`src/rtl/hash_pkg.sv`:
```
// Shared definitions for the hash table front end: op bit layout, op legality
// and the arbiter state encoding.
package hash_pkg;

  localparam int OP_ADD    = 0;
  localparam int OP_UPDATE = 1;
  localparam int OP_DEL    = 2;

  typedef enum logic [1:0] {
    ST_IDLE  = 2'd0,
    ST_ISSUE = 2'd1,
    ST_RESP  = 2'd2
  } state_t;

  // Delete combined with add or update has no meaning to the table.
  function automatic logic op_legal(input logic [2:0] op);
    return !(op[OP_DEL] && (op[OP_ADD] || op[OP_UPDATE]));
  endfunction

endpackage

```
`src/rtl/hash_arb_rr_pick.sv`:
```
// Combinational round-robin picker: first asserted request at or after ptr,
// wrapping modulo N.
module rr_pick #(
  parameter int  N  = 3,
  localparam int IW = (N > 1) ? $clog2(N) : 1
) (
  input  logic [N-1:0]  req,
  input  logic [IW-1:0] ptr,
  output logic          valid,
  output logic [IW-1:0] idx
);

  logic [IW:0] w_sum;

  // NOTE: every output of this block gets a default before the loop, so no latch is inferred.
  always_comb begin
    valid = 1'b0;
    idx   = '0;
    w_sum = '0;
    for (int i = 0; i < N; i++) begin
      w_sum = {1'b0, ptr} + (IW+1)'(i);
      if (w_sum >= (IW+1)'(N)) w_sum = w_sum - (IW+1)'(N);
      if (!valid && req[w_sum[IW-1:0]]) begin
        valid = 1'b1;
        idx   = w_sum[IW-1:0];
      end
    end
  end

endmodule

```
`src/rtl/hash_arb.sv`:
```
// Round-robin arbiter that serialises client requests onto the single command
// port of one hash table and routes each response back to its requester.
module hash_arb
  import hash_pkg::*;
#(
  parameter int NREQ       = 3,
  parameter int KEYWIDTH   = 20,
  parameter int HTWIDTH    = 10,
  parameter int VALUEWIDTH = 2
) (
  input  logic                       clk,
  input  logic                       reset_l,
  input  logic [NREQ-1:0]            cl_req,
  input  logic [3*NREQ-1:0]          cl_op,
  input  logic [KEYWIDTH*NREQ-1:0]   cl_key,
  input  logic [VALUEWIDTH*NREQ-1:0] cl_value,
  output logic [NREQ-1:0]            cl_ack,
  output logic                       rsp_found,
  output logic [VALUEWIDTH-1:0]      rsp_value,
  output logic                       rsp_ovf,
  output logic                       rsp_err,
  output logic                       h_req,
  output logic                       h_add,
  output logic                       h_update,
  output logic                       h_del,
  output logic [KEYWIDTH-1:0]        h_key,
  output logic [VALUEWIDTH-1:0]      h_value,
  input  logic                       h_ack,
  input  logic                       h_found,
  input  logic [VALUEWIDTH-1:0]      h_found_value,
  input  logic [HTWIDTH:0]           h_count,
  output logic                       busy,
  output logic [2:0]                 grant_id
);

  localparam int                IW     = $clog2(NREQ);
  localparam logic [HTWIDTH:0]  FULL   = {1'b1, {HTWIDTH{1'b0}}};
  localparam logic [NREQ-1:0]   ONEHOT = NREQ'(1);

  state_t                  r_state;
  logic [IW-1:0]           r_rr_ptr;
  logic [IW-1:0]           r_grant;
  logic [NREQ-1:0]         r_cl_ack;
  logic                    r_h_req;
  logic                    r_h_add;
  logic                    r_h_update;
  logic                    r_h_del;
  logic [KEYWIDTH-1:0]     r_h_key;
  logic [VALUEWIDTH-1:0]   r_h_value;
  logic                    r_rsp_found;
  logic [VALUEWIDTH-1:0]   r_rsp_value;
  logic                    r_rsp_ovf;
  logic                    r_rsp_err;

  logic [NREQ-1:0]         w_req_masked;
  logic                    w_pick_valid;
  logic [IW-1:0]           w_pick_idx;
  logic [2:0]              w_op;
  logic [KEYWIDTH-1:0]     w_key;
  logic [VALUEWIDTH-1:0]   w_value;
  logic [IW-1:0]           w_next_ptr;

  // A client still sees its own ack this cycle, so its level is not a new request yet.
  assign w_req_masked = cl_req & ~r_cl_ack;

  rr_pick #(.N(NREQ)) u_pick (
    .req   (w_req_masked),
    .ptr   (r_rr_ptr),
    .valid (w_pick_valid),
    .idx   (w_pick_idx)
  );

  assign w_op       = cl_op[3*w_pick_idx +: 3];
  assign w_key      = cl_key[KEYWIDTH*w_pick_idx +: KEYWIDTH];
  assign w_value    = cl_value[VALUEWIDTH*w_pick_idx +: VALUEWIDTH];
  assign w_next_ptr = (w_pick_idx == IW'(NREQ-1)) ? '0 : w_pick_idx + 1'b1;

  // NOTE: all state uses non-blocking assignments so every register samples pre-edge values.
  always_ff @(posedge clk or negedge reset_l) begin
    if (!reset_l) begin
      r_state     <= ST_IDLE;
      r_rr_ptr    <= '0;
      r_grant     <= '0;
      r_cl_ack    <= '0;
      r_h_req     <= 1'b0;
      r_h_add     <= 1'b0;
      r_h_update  <= 1'b0;
      r_h_del     <= 1'b0;
      r_h_key     <= '0;
      r_h_value   <= '0;
      r_rsp_found <= 1'b0;
      r_rsp_value <= '0;
      r_rsp_ovf   <= 1'b0;
      r_rsp_err   <= 1'b0;
    end else begin
      case (r_state)
        ST_IDLE: begin
          if (w_pick_valid) begin
            r_grant    <= w_pick_idx;
            r_rr_ptr   <= w_next_ptr;
            r_h_add    <= w_op[OP_ADD];
            r_h_update <= w_op[OP_UPDATE];
            r_h_del    <= w_op[OP_DEL];
            r_h_key    <= w_key;
            r_h_value  <= w_value;
            if (op_legal(w_op)) begin
              r_h_req <= 1'b1;
              r_state <= ST_ISSUE;
            end else begin
              // Rejected without touching the table; answer straight away.
              r_rsp_err   <= 1'b1;
              r_rsp_found <= 1'b0;
              r_rsp_value <= '0;
              r_rsp_ovf   <= 1'b0;
              r_cl_ack    <= ONEHOT << w_pick_idx;
              r_state     <= ST_RESP;
            end
          end
        end
        ST_ISSUE: begin
          if (h_ack) begin
            r_h_req     <= 1'b0;
            r_rsp_found <= h_found;
            r_rsp_value <= h_found_value;
            r_rsp_ovf   <= r_h_add & ~r_h_update & ~h_found & (h_count == FULL);
            r_rsp_err   <= 1'b0;
            r_cl_ack    <= ONEHOT << r_grant;
            r_state     <= ST_RESP;
          end
        end
        ST_RESP: begin
          r_cl_ack <= '0;
          r_state  <= ST_IDLE;
        end
        default: r_state <= ST_IDLE;
      endcase
    end
  end

  assign cl_ack    = r_cl_ack;
  assign rsp_found = r_rsp_found;
  assign rsp_value = r_rsp_value;
  assign rsp_ovf   = r_rsp_ovf;
  assign rsp_err   = r_rsp_err;
  assign h_req     = r_h_req;
  assign h_add     = r_h_add;
  assign h_update  = r_h_update;
  assign h_del     = r_h_del;
  assign h_key     = r_h_key;
  assign h_value   = r_h_value;
  assign busy      = (r_state != ST_IDLE);
  assign grant_id  = 3'(r_grant);

endmodule
```
`config.mk`:
```
export PLATFORM = sky130hd
export DESIGN_NAME = hash_arb
export DESIGN_NICKNAME = d
export VERILOG_FILES = /design/src/rtl/hash_pkg.sv /design/src/rtl/hash_arb_rr_pick.sv /design/src/rtl/hash_arb.sv
export SDC_FILE = /design/constraint.sdc
export NUM_CORES = 1
export LEC_CHECK = 0
export ABC_AREA = 0
export CAP_MARGIN = 20
export CELL_PAD_IN_SITES_DETAIL_PLACEMENT = 1
export CELL_PAD_IN_SITES_GLOBAL_PLACEMENT = 2
export CORE_ASPECT_RATIO = 0.7
export CORE_UTILIZATION = 21
export DETAILED_ROUTE_END_ITERATION = 12
export GPL_TIMING_DRIVEN = 0
export PLACE_DENSITY = 0.81
export RECOVER_POWER = 100
export REMOVE_ABC_BUFFERS = 1
export SLEW_MARGIN = 10
export SYNTH_ARGS = -nofsm -noshare
export SYNTH_HDL_FRONTEND = slang
export SYNTH_SLANG_ARGS = --single-unit
export TNS_END_PERCENT = 100
```
`constraint.sdc`:
```
create_clock -name clk -period 2.6 [get_ports clk]
set_clock_uncertainty 0.1 [all_clocks]
set_input_delay 0.65 -clock clk [delete_from_list [all_inputs] [get_ports clk]]
set_output_delay 0.65 -clock clk [all_outputs]
set_load 0.005 [all_outputs]
```
Yosys cells after proc, flatten, opt, wreduce, memory -nomap -nowiden
Index checks and enable logic that the tools add are counted.
{"block": "classes", "shifts": 5, "n_eq_ne": 8, "n_lt_le_gt_ge": 6, "mul": 2, "bitwise": 7, "n_reduce_logical": 15, "muxes": 41, "add_sub_neg": 6}
{"operator": "variable part select 60 x 8 -> 20 bit", "count": 1}
{"operator": "two-way mux 2 bit", "count": 13}
{"operator": "two-way mux 1 bit", "count": 15}
{"operator": "AND reduction 4 bit", "count": 3}
{"operator": "equality test 11 bit (second input constant)", "count": 1}
{"operator": "< comparator 2 x 3 -> 1 bit (second input constant)", "count": 3}
{"operator": "two-way mux 3 bit", "count": 3}
{"operator": "case mux 3 bit (3 select lines)", "count": 1}
{"operator": "variable part select 9 x 5 -> 3 bit", "count": 1}
{"operator": "case mux 1 bit (2 select lines)", "count": 4}
{"operator": "case mux 2 bit (2 select lines)", "count": 2}
{"operator": "binary-select mux 1 bit (select 2 bit)", "count": 3}
{"operator": ">= comparator 3 x 2 -> 1 bit (second input constant)", "count": 2}
{"operator": "!= test 2 bit (second input constant)", "count": 3}
{"operator": "variable part select 6 x 4 -> 2 bit", "count": 1}
{"operator": "left shift 1 x 2 -> 3 bit (first input constant)", "count": 2}
{"operator": "subtractor 2 bit (second input constant)", "count": 3}
{"operator": "multiplier 3 x 2 -> 5 bit (first input constant)", "count": 1}
{"operator": "equality test 2 bit (second input constant)", "count": 2}
{"operator": "multiplier 2 x 2 -> 4 bit (first input constant)", "count": 1}
{"operator": "AND reduction 2 bit", "count": 2}
{"operator": "nonzero test 2 bit", "count": 2}
{"operator": "adder 2 x 1 -> 3 bit (second input constant)", "count": 1}
{"operator": "adder 2 x 2 -> 3 bit (second input constant)", "count": 1}
{"operator": "other kinds (13)", "count": 19}
{"block": "word_totals", "elab_cells": 104, "output_inout_bits": 38, "register_bits": 40, "input_bits": 95}

Logic depth before layout (Yosys ltp)
Gate-level depths: netlist (run 1).
{"block": "depth", "depth_word": 18, "ltp_mapped": 12, "depth_no_buf": 9}

Cells and area by module
Synthesis (run 1) repeated with hierarchy kept, for this count alone.
{"block": "unflattened", "cells_unflattened": 274, "area_unflattened_um2": 2469.9}
{"mod": "hash_arb", "instances": 1, "seq_area_each_um2": 1001.0, "cells_each": 242, "area_per_inst_um2": 2218.4}
{"mod": "rr_pick", "instances": 1, "seq_area_each_um2": 0.0, "cells_each": 32, "area_per_inst_um2": 251.5}

Least setup slack after synthesis (run 1)
No wires, ideal clock.
{"block": "synth_path", "kind": "flip-flop to flip-flop", "from": "reg r_rr_ptr[1]", "to": "reg r_cl_ack[0] (netlist: cl_ack[0])", "n_path_buf": 2, "synth_period_minus_slack_ns": 2.753, "arrival_time_ns": 2.526, "path_stages_with_launch": 12, "slack_ns": -0.153, "cell_sequence": "dfrtp_1 inv_1 ha_1 buf_4 nor4b_2 a2111oi_4 a22o_4 buf_6 nor4b_4 a211oi_4 a211oi_4 mux2_1"}
{"block": "synth_via", "elab_chain_len": 17}
{"element": "start: declaration", "line_no": "hash_arb.sv:41", "rtl": "logic [IW-1:0] r_rr_ptr;"}
{"element": "start signal: assignment", "line_no": "hash_arb.sv:100", "rtl": "r_rr_ptr <= w_next_ptr;"}
{"element": "branches (longest 17 deep; another with multiplier 2 x 2 -> 4 bit)"}
{"element": "end signal: assignment", "line_no": "hash_arb.sv:115", "rtl": "r_cl_ack <= ONEHOT << w_pick_idx;"}
{"element": "end signal: assignment", "line_no": "hash_arb.sv:127", "rtl": "r_cl_ack <= ONEHOT << r_grant;"}
{"element": "end: declaration", "line_no": "hash_arb.sv:43", "rtl": "logic [NREQ-1:0] r_cl_ack;"}
Several ways; the timed one is not identified. The select of a mux whose other input is x is not followed.
A chain may end at the register's enable or synchronous reset.

Worst setup path in the final report (run 1)
{"block": "layout_path", "from": "reg r_rr_ptr[0]", "to": "reg r_cl_ack[2] (netlist: cl_ack[2])"}
Same word-level chain as after synthesis.

==> run metrics, run 1 <==
status finished, violations left; failing checks negative setup slack; nature of the critical path endpoint flip-flop; Pwr Density 1310 nW/um^2; Final setup viols 38; worst path required time 2.67 ns; core area 12,500 sq um; Total Power 0.00664 W; largest stage delay on the critical path 0.40 ns; Seq/Total Area, Yosys 37.0%; Synthesis Warnings 0; DIE HEIGHT 97.0 um; first-pass GRT wire length 16,900 um; CP Data Arrival Time 3.00 ns; clk buf depth 2; Global Route Usage Sum 16.7%; number of global-route vias before repair 3,198; Post-CTS Hold Fix Bufs 0; routed length per instance 19.2 um; Post-synth ARST share 100%; die area 13,400 sq um; initial antenna violation count 0; post-synthesis instance total 277; dpl cell area 4180 sq um; max-slew violations 0; Final Cell Area 5060 sq um; Place WS -1.12 ns; setup slack after layout -0.328 ns; post-synthesis cell type count 55; Slew @ Worst Pin 1.16 ns; Die Wd 138 um; CP bufs+invs 2; Worst-path clk slew 0.07 ns; Critical Path Fanout Max 10; clk sinks 40; vias per cell 4.73; Lkg Pwr 2.10 nW; I/O pins 133; CTS tree yes; hold violation count in the final report 0; Worst path slowest cell dfrtp_1; antenna cells 0; final wirelength 11,600 um; Core Util, Final 40.5%; Synth Cell Area 2710 sq um; CP startpoint kind flip-flop; RSZ-0062 raised after global routing yes; post-route clock period utilization 113%; setup TNS -5.55 ns; via count 2,862; Port Buf Inserts 131; antenna viol nets, final 0; max-cap violations 0; worst path cell trace buf_4 -> ha_4 -> nand2b_1 -> and4b_2 -> a22o_4 -> nor4b_4 -> a211oi_4 -> buf_6 -> a211oi_4 -> mux2_4; initial detailed-routing violation count 73; largest net degree at the start of global routing 29; delay-heaviest family, CP simple AND/OR/NAND/NOR gates; fin crit period 2.93 ns; peak supply drop 0.417 mV; Initial Util 21.6%; Setup CP Type reg -> reg; relative slew slack 22.8%; dpl hpwl 7020 um; most common flop cell mapped by yosys dfrtp_1; number of enable-type register cells in the synthesized netlist 0; synthesis-stage register bit count 40; RePlAce Congestion 0.749; num rows 34; root buffer cell clkbuf_16; Max Clk Rate 0.342 GHz; Skew-Pair Late Insertion Delay 0.29 ns; layout cells sized above 1 30.0%; Syn-to-layout area delta 87.0%; drt first pass iters 4; DRC 0; Hold Crit Class reg -> reg; htree depth 2; Num CTS Buffers 5; most frequent CP cell a211oi_4; mean post-synth cell area 9.77 sq um; gr ovfl total 0; nets@finish 544
[state kept, by name (all words and copies together), names as in the netlist]
signal / count
h_req: 1
r_grant: 2
rsp_value: 2
h_key: 20
rsp_ovf: 1
h_value: 2
h_del: 1
rsp_err: 1
h_update: 1
cl_ack: 3
r_rr_ptr: 2
r_state: 2
h_add: 1
rsp_found: 1
[cell type report]
type / instances / area, sq um
fillers: 1369 / 7450
flip-flops and latches: 40 / 1000
repair buffers: 172 / 1720
multi-input cells: 211 / 1950
well taps: 162 / 203
clock inverters: 2 / 12.5
clock buffers: 5 / 125
inverters: 13 / 52.6
[synthesized netlist by cell type (all sizes together) (2+ instances only)]
cell type / count / area share, %
buf: 10 / 2.3
nor4: 2 / 0.46
a31o: 2 / 0.65
dfrtp: 40 / 37
a21oi: 9 / 1.7
o221ai: 3 / 0.97
inv: 13 / 1.8
and2: 2 / 0.46
nand3: 5 / 0.92
nand2b: 3 / 0.69
a211oi: 3 / 1.8
nor2b: 4 / 0.92
a211o: 2 / 0.65
o21a: 2 / 0.55
clkbuf: 7 / 0.97
nand3b: 2 / 0.55
nand4bb: 2 / 0.83
nor2: 9 / 1.2
nor4b: 3 / 1.8
nand2: 36 / 5.0
ha: 6 / 2.8
mux2: 30 / 12
a22o: 2 / 0.97
mux2i: 24 / 8.9
o21ai: 34 / 6.3
and4bb: 3 / 1.4
[cell usage in the layout (no fill, tap or decap), types with 4 or more instances in the layout]
| master | instances |
|---|---|
| a21oi_1 | 5 |
| a22o_4 | 4 |
| buf_4 | 24 |
| buf_6 | 11 |
| clkbuf_16 | 7 |
| clkdlybuf4s50_1 | 91 |
| dfrtp_1 | 39 |
| dlygate4sd3_1 | 36 |
| ha_4 | 4 |
| inv_1 | 11 |
| mux2_2 | 25 |
| mux2_4 | 5 |
| mux2i_1 | 20 |
| mux2i_2 | 4 |
| nand2_1 | 36 |
| nand3_1 | 5 |
| nor2_1 | 7 |
| o21ai_0 | 8 |
| o21ai_1 | 23 |
[stage by stage]
step	hold WS [ns]	std cells
CTS	0.240	592
floorplan	0.254	260
finish	0.401	605
global route	0.420	605
detailed placement	0.398	555
global placement	0.387	553
[routing by layer]
layer / global-route usage [%] / wire length, um
met3: 4.40 / 638
met5: 0 / 0
met4: 4.56 / 176
met1: 21.0 / 5070
met2: 27.8 / 5740
[path summary, 6_finish.rpt]
kind                                          from                 endpoint  slack, ns  cells after the start
max in group asynchronous                  reset_l  r_rr_ptr[1]$_DFFE_PN0P_       0.67                      2
setup / recovery           r_rr_ptr[0]$_DFFE_PN0P_    cl_ack[2]$_DFFE_PN0P_      -0.33                     10
min in group asynchronous                  reset_l        h_del$_DFFE_PN0P_       0.47                      1
hold reg to reg                rsp_ovf$_DFFE_PN0P_      rsp_ovf$_DFFE_PN0P_       0.40                      1
setup reg to reg           r_rr_ptr[0]$_DFFE_PN0P_    cl_ack[2]$_DFFE_PN0P_      -0.33                     10
hold / removal                 rsp_ovf$_DFFE_PN0P_      rsp_ovf$_DFFE_PN0P_       0.40                      1
[timing repair]
item	in CTS	in global routing
gates cloned	3	2
endpoints found under the setup margin	41	41
pin swaps	19	12
buffers inserted	27	13
gates resized for setup	51	35
[power by group]
group | switching, W | internal [W]
clock | 0.000274 | 0.000349
combinational | 0.00227 | 0.00263
sequential | 0.000179 | 0.000939
total | 0.00272 | 0.00392
[kinds of logic (layout without fill, tap and decap cells)]
kind of cell,Yosys count,after routing,synth area share [%]
other cells,1,1,0.139
simple gates,78,79,16.2
mux,54,54,21.4
buf+inv,30,192,5.04
fa+ha+maj,6,6,2.77
flops,40,40,37.0
compound gates,68,71,17.5
No activity file was read; power rests on OpenSTA's default activity.
==> inputs of run 2 (changes only) <==
--- a/config.mk
+++ b/config.mk
@@ -10,6 +10,7 @@
 export CELL_PAD_IN_SITES_DETAIL_PLACEMENT = 1
 export CELL_PAD_IN_SITES_GLOBAL_PLACEMENT = 2
 export CORE_ASPECT_RATIO = 0.7
+export CORE_MARGIN = 5
 export CORE_UTILIZATION = 21
 export DETAILED_ROUTE_END_ITERATION = 12
 export GPL_TIMING_DRIVEN = 0
==> run 2 against run 1 <==
The run still ends with negative setup slack left. Clock power about the same. Via count is 2.4% lower. Global-route usage fell by 2.2 points. Register-to-register slack better by 0.06 ns. Total power is 8.4% lower. Maximum frequency is 2.0% higher. Final area shrank 4.8%. Critical path type unchanged. Largest power group unchanged. Highest routed layer unchanged.
==> run metrics, run 2 (synthesized netlist as in run 1, its figures left out) <==
fin crit period 2.87 ns; I/O pins 133; nets@finish 538; Lkg Pwr 2.04 nW; max-cap violations 0; Slew @ Worst Pin 0.808 ns; routed length per instance 18.7 um; Worst path slowest cell dfrtp_1; largest stage delay on the critical path 0.39 ns; Hold Crit Class in -> async; most frequent CP cell a211oi_4; post-route clock period utilization 110%; Pwr Density 1260 nW/um^2; R2R Path Start r_rr_ptr[0]$_DFFE_PN0P_; max reg flops 20; Syn-to-layout area delta 78.1%; Skew-Pair Late Insertion Delay 0.29 ns; Port Buf Inserts 131; Final setup viols 36; CTS tree yes; core area 12,500 sq um; failing checks negative setup slack; htree depth 2; RSZ-0062 raised after global routing yes; Global Route Usage Sum 14.4%; Highest Signal Layer met4; hold violation count in the final report 0; DRC 0; Setup CP Type reg -> reg; clk buf depth 2; Place WS -1.17 ns; gr ovfl total 0; initial detailed-routing violation count 108; worst hold margin 0.325 ns; largest net degree at the start of global routing 30; peak supply drop 0.445 mV; clk sinks 40; initial antenna violation count 0; dpl cell area 4180 sq um; Worst-path clk slew 0.07 ns; RePlAce Congestion 0.788; root buffer cell clkbuf_16; Max Clk Rate 0.348 GHz; layout cells sized above 1 25.4%; first-pass GRT wire length 17,900 um; via count 2,794; setup slack after layout -0.271 ns; commonest non-fill, non-tap cell in the layout clkdlybuf4s50_1; Worst Reg-to-Reg Cells 10; Die Wd 146 um; num rows 34; Core Util, Final 38.5%; FF/Latch Area 1000 sq um; most frequent cells in the layout 91 x clkdlybuf4s50_1, 40 x dfrtp_1, 36 x nand2_1, 36 x dlygate4sd3_1, 27 x mux2_2; Fillers 1,407; CP Data Arrival Time 2.95 ns; die area 15,300 sq um; number of global-route vias before repair 3,180; final wirelength 11,200 um; CP startpoint kind flip-flop; delay-heaviest family, CP simple AND/OR/NAND/NOR gates; DIE HEIGHT 105 um; Num CTS Buffers 5; M1 WL 4870 um; max-slew violations 0; met3 WL 678 um; CP bufs+invs 2; antenna cells 0; worst reg2reg endpoint cl_ack[0]$_DFFE_PN0P_; vias per cell 4.66; Initial Util 21.6%; Critical Path Fanout Max 6; dpl hpwl 7610 um; setup TNS -3.39 ns; worst path cell trace buf_4 -> ha_4 -> nand2b_1 -> and4b_2 -> a22o_4 -> nor4b_4 -> a211oi_4 -> buf_6 -> a211oi_4 -> mux2_4; Final Cell Area 4820 sq um; drt first pass iters 4; relative slew slack 46.1%; nature of the critical path endpoint flip-flop; worst path required time 2.68 ns; multi-input logic area 1800 sq um; flop-to-flop setup slack -0.27 ns; status finished, violations left; WL met2 5610 um; antenna viol nets, final 0
[run 2: changes by cell type in the layout (fill, tap and decap cells not counted), sizes merged]
cell	previous run	this run
a22o	5	4
and2	3	4
buf	38	34
clkbuf	9	7
[run 2: worst max path at each step]
stage                                       start               endpoint  slack [ns]  cells after the start
after floorplan           r_rr_ptr[0]$_DFFE_PN0P_      h_del$_DFFE_PN0P_       -0.75                      7
final                     r_rr_ptr[0]$_DFFE_PN0P_  cl_ack[0]$_DFFE_PN0P_       -0.27                     10
after CTS                 r_rr_ptr[1]$_DFFE_PN0P_  cl_ack[0]$_DFFE_PN0P_       -0.25                      9
after detailed placement                cl_req[2]    rsp_ovf$_DFFE_PN0P_       -1.17                      8
after global placement                  cl_req[0]  h_key[12]$_DFFE_PN0P_       -2.04                      6
after global routing      r_rr_ptr[0]$_DFFE_PN0P_  cl_ack[0]$_DFFE_PN0P_       -0.38                     10
[run 2: cell type report]
class	count	area share, %
Multi-Input combinational cell	211	37.4
Tap cell	162	4.21
Inverter	13	1.09
Sequential cell	40	20.8
Clock buffer	5	2.60
Clock inverter	2	0.260
Timing Repair Buffer	166	33.7
[run 2: metrics by stage]
| step | std cells | total power, W |
|---|---|---|
| 2_1_floorplan | 260 | 0.00315 |
| 4_1_cts | 590 | 0.00602 |
| 3_3_place_gp | 553 | 0.00430 |
| 5_1_grt | 599 | 0.00654 |
| 6_report | 599 | 0.00609 |
| 3_5_place_dp | 555 | 0.00455 |
[run 2: power by group]
part	switching, W	internal, W
clock network	0.000272	0.000349
registers	0.000175	0.000938
logic	0.00204	0.00232
total	0.00248	0.00360
[run 2: repair_timing]
item,4_1_cts,5_1_grt
cloned,4,0
setup buffers,24,9
gates resized for setup,39,15
endpoints found under the setup margin,39,39
hold buffers,0,0
endpoints found under the hold margin,0,0
pin swaps,16,12
[run 2: layer usage]
layer	GRT usage, %	vias to the layer above
met5	0	-
met4	2.13	0
met3	4.33	6
met2	25.4	84
met1	17.8	1381
li1	-	1323
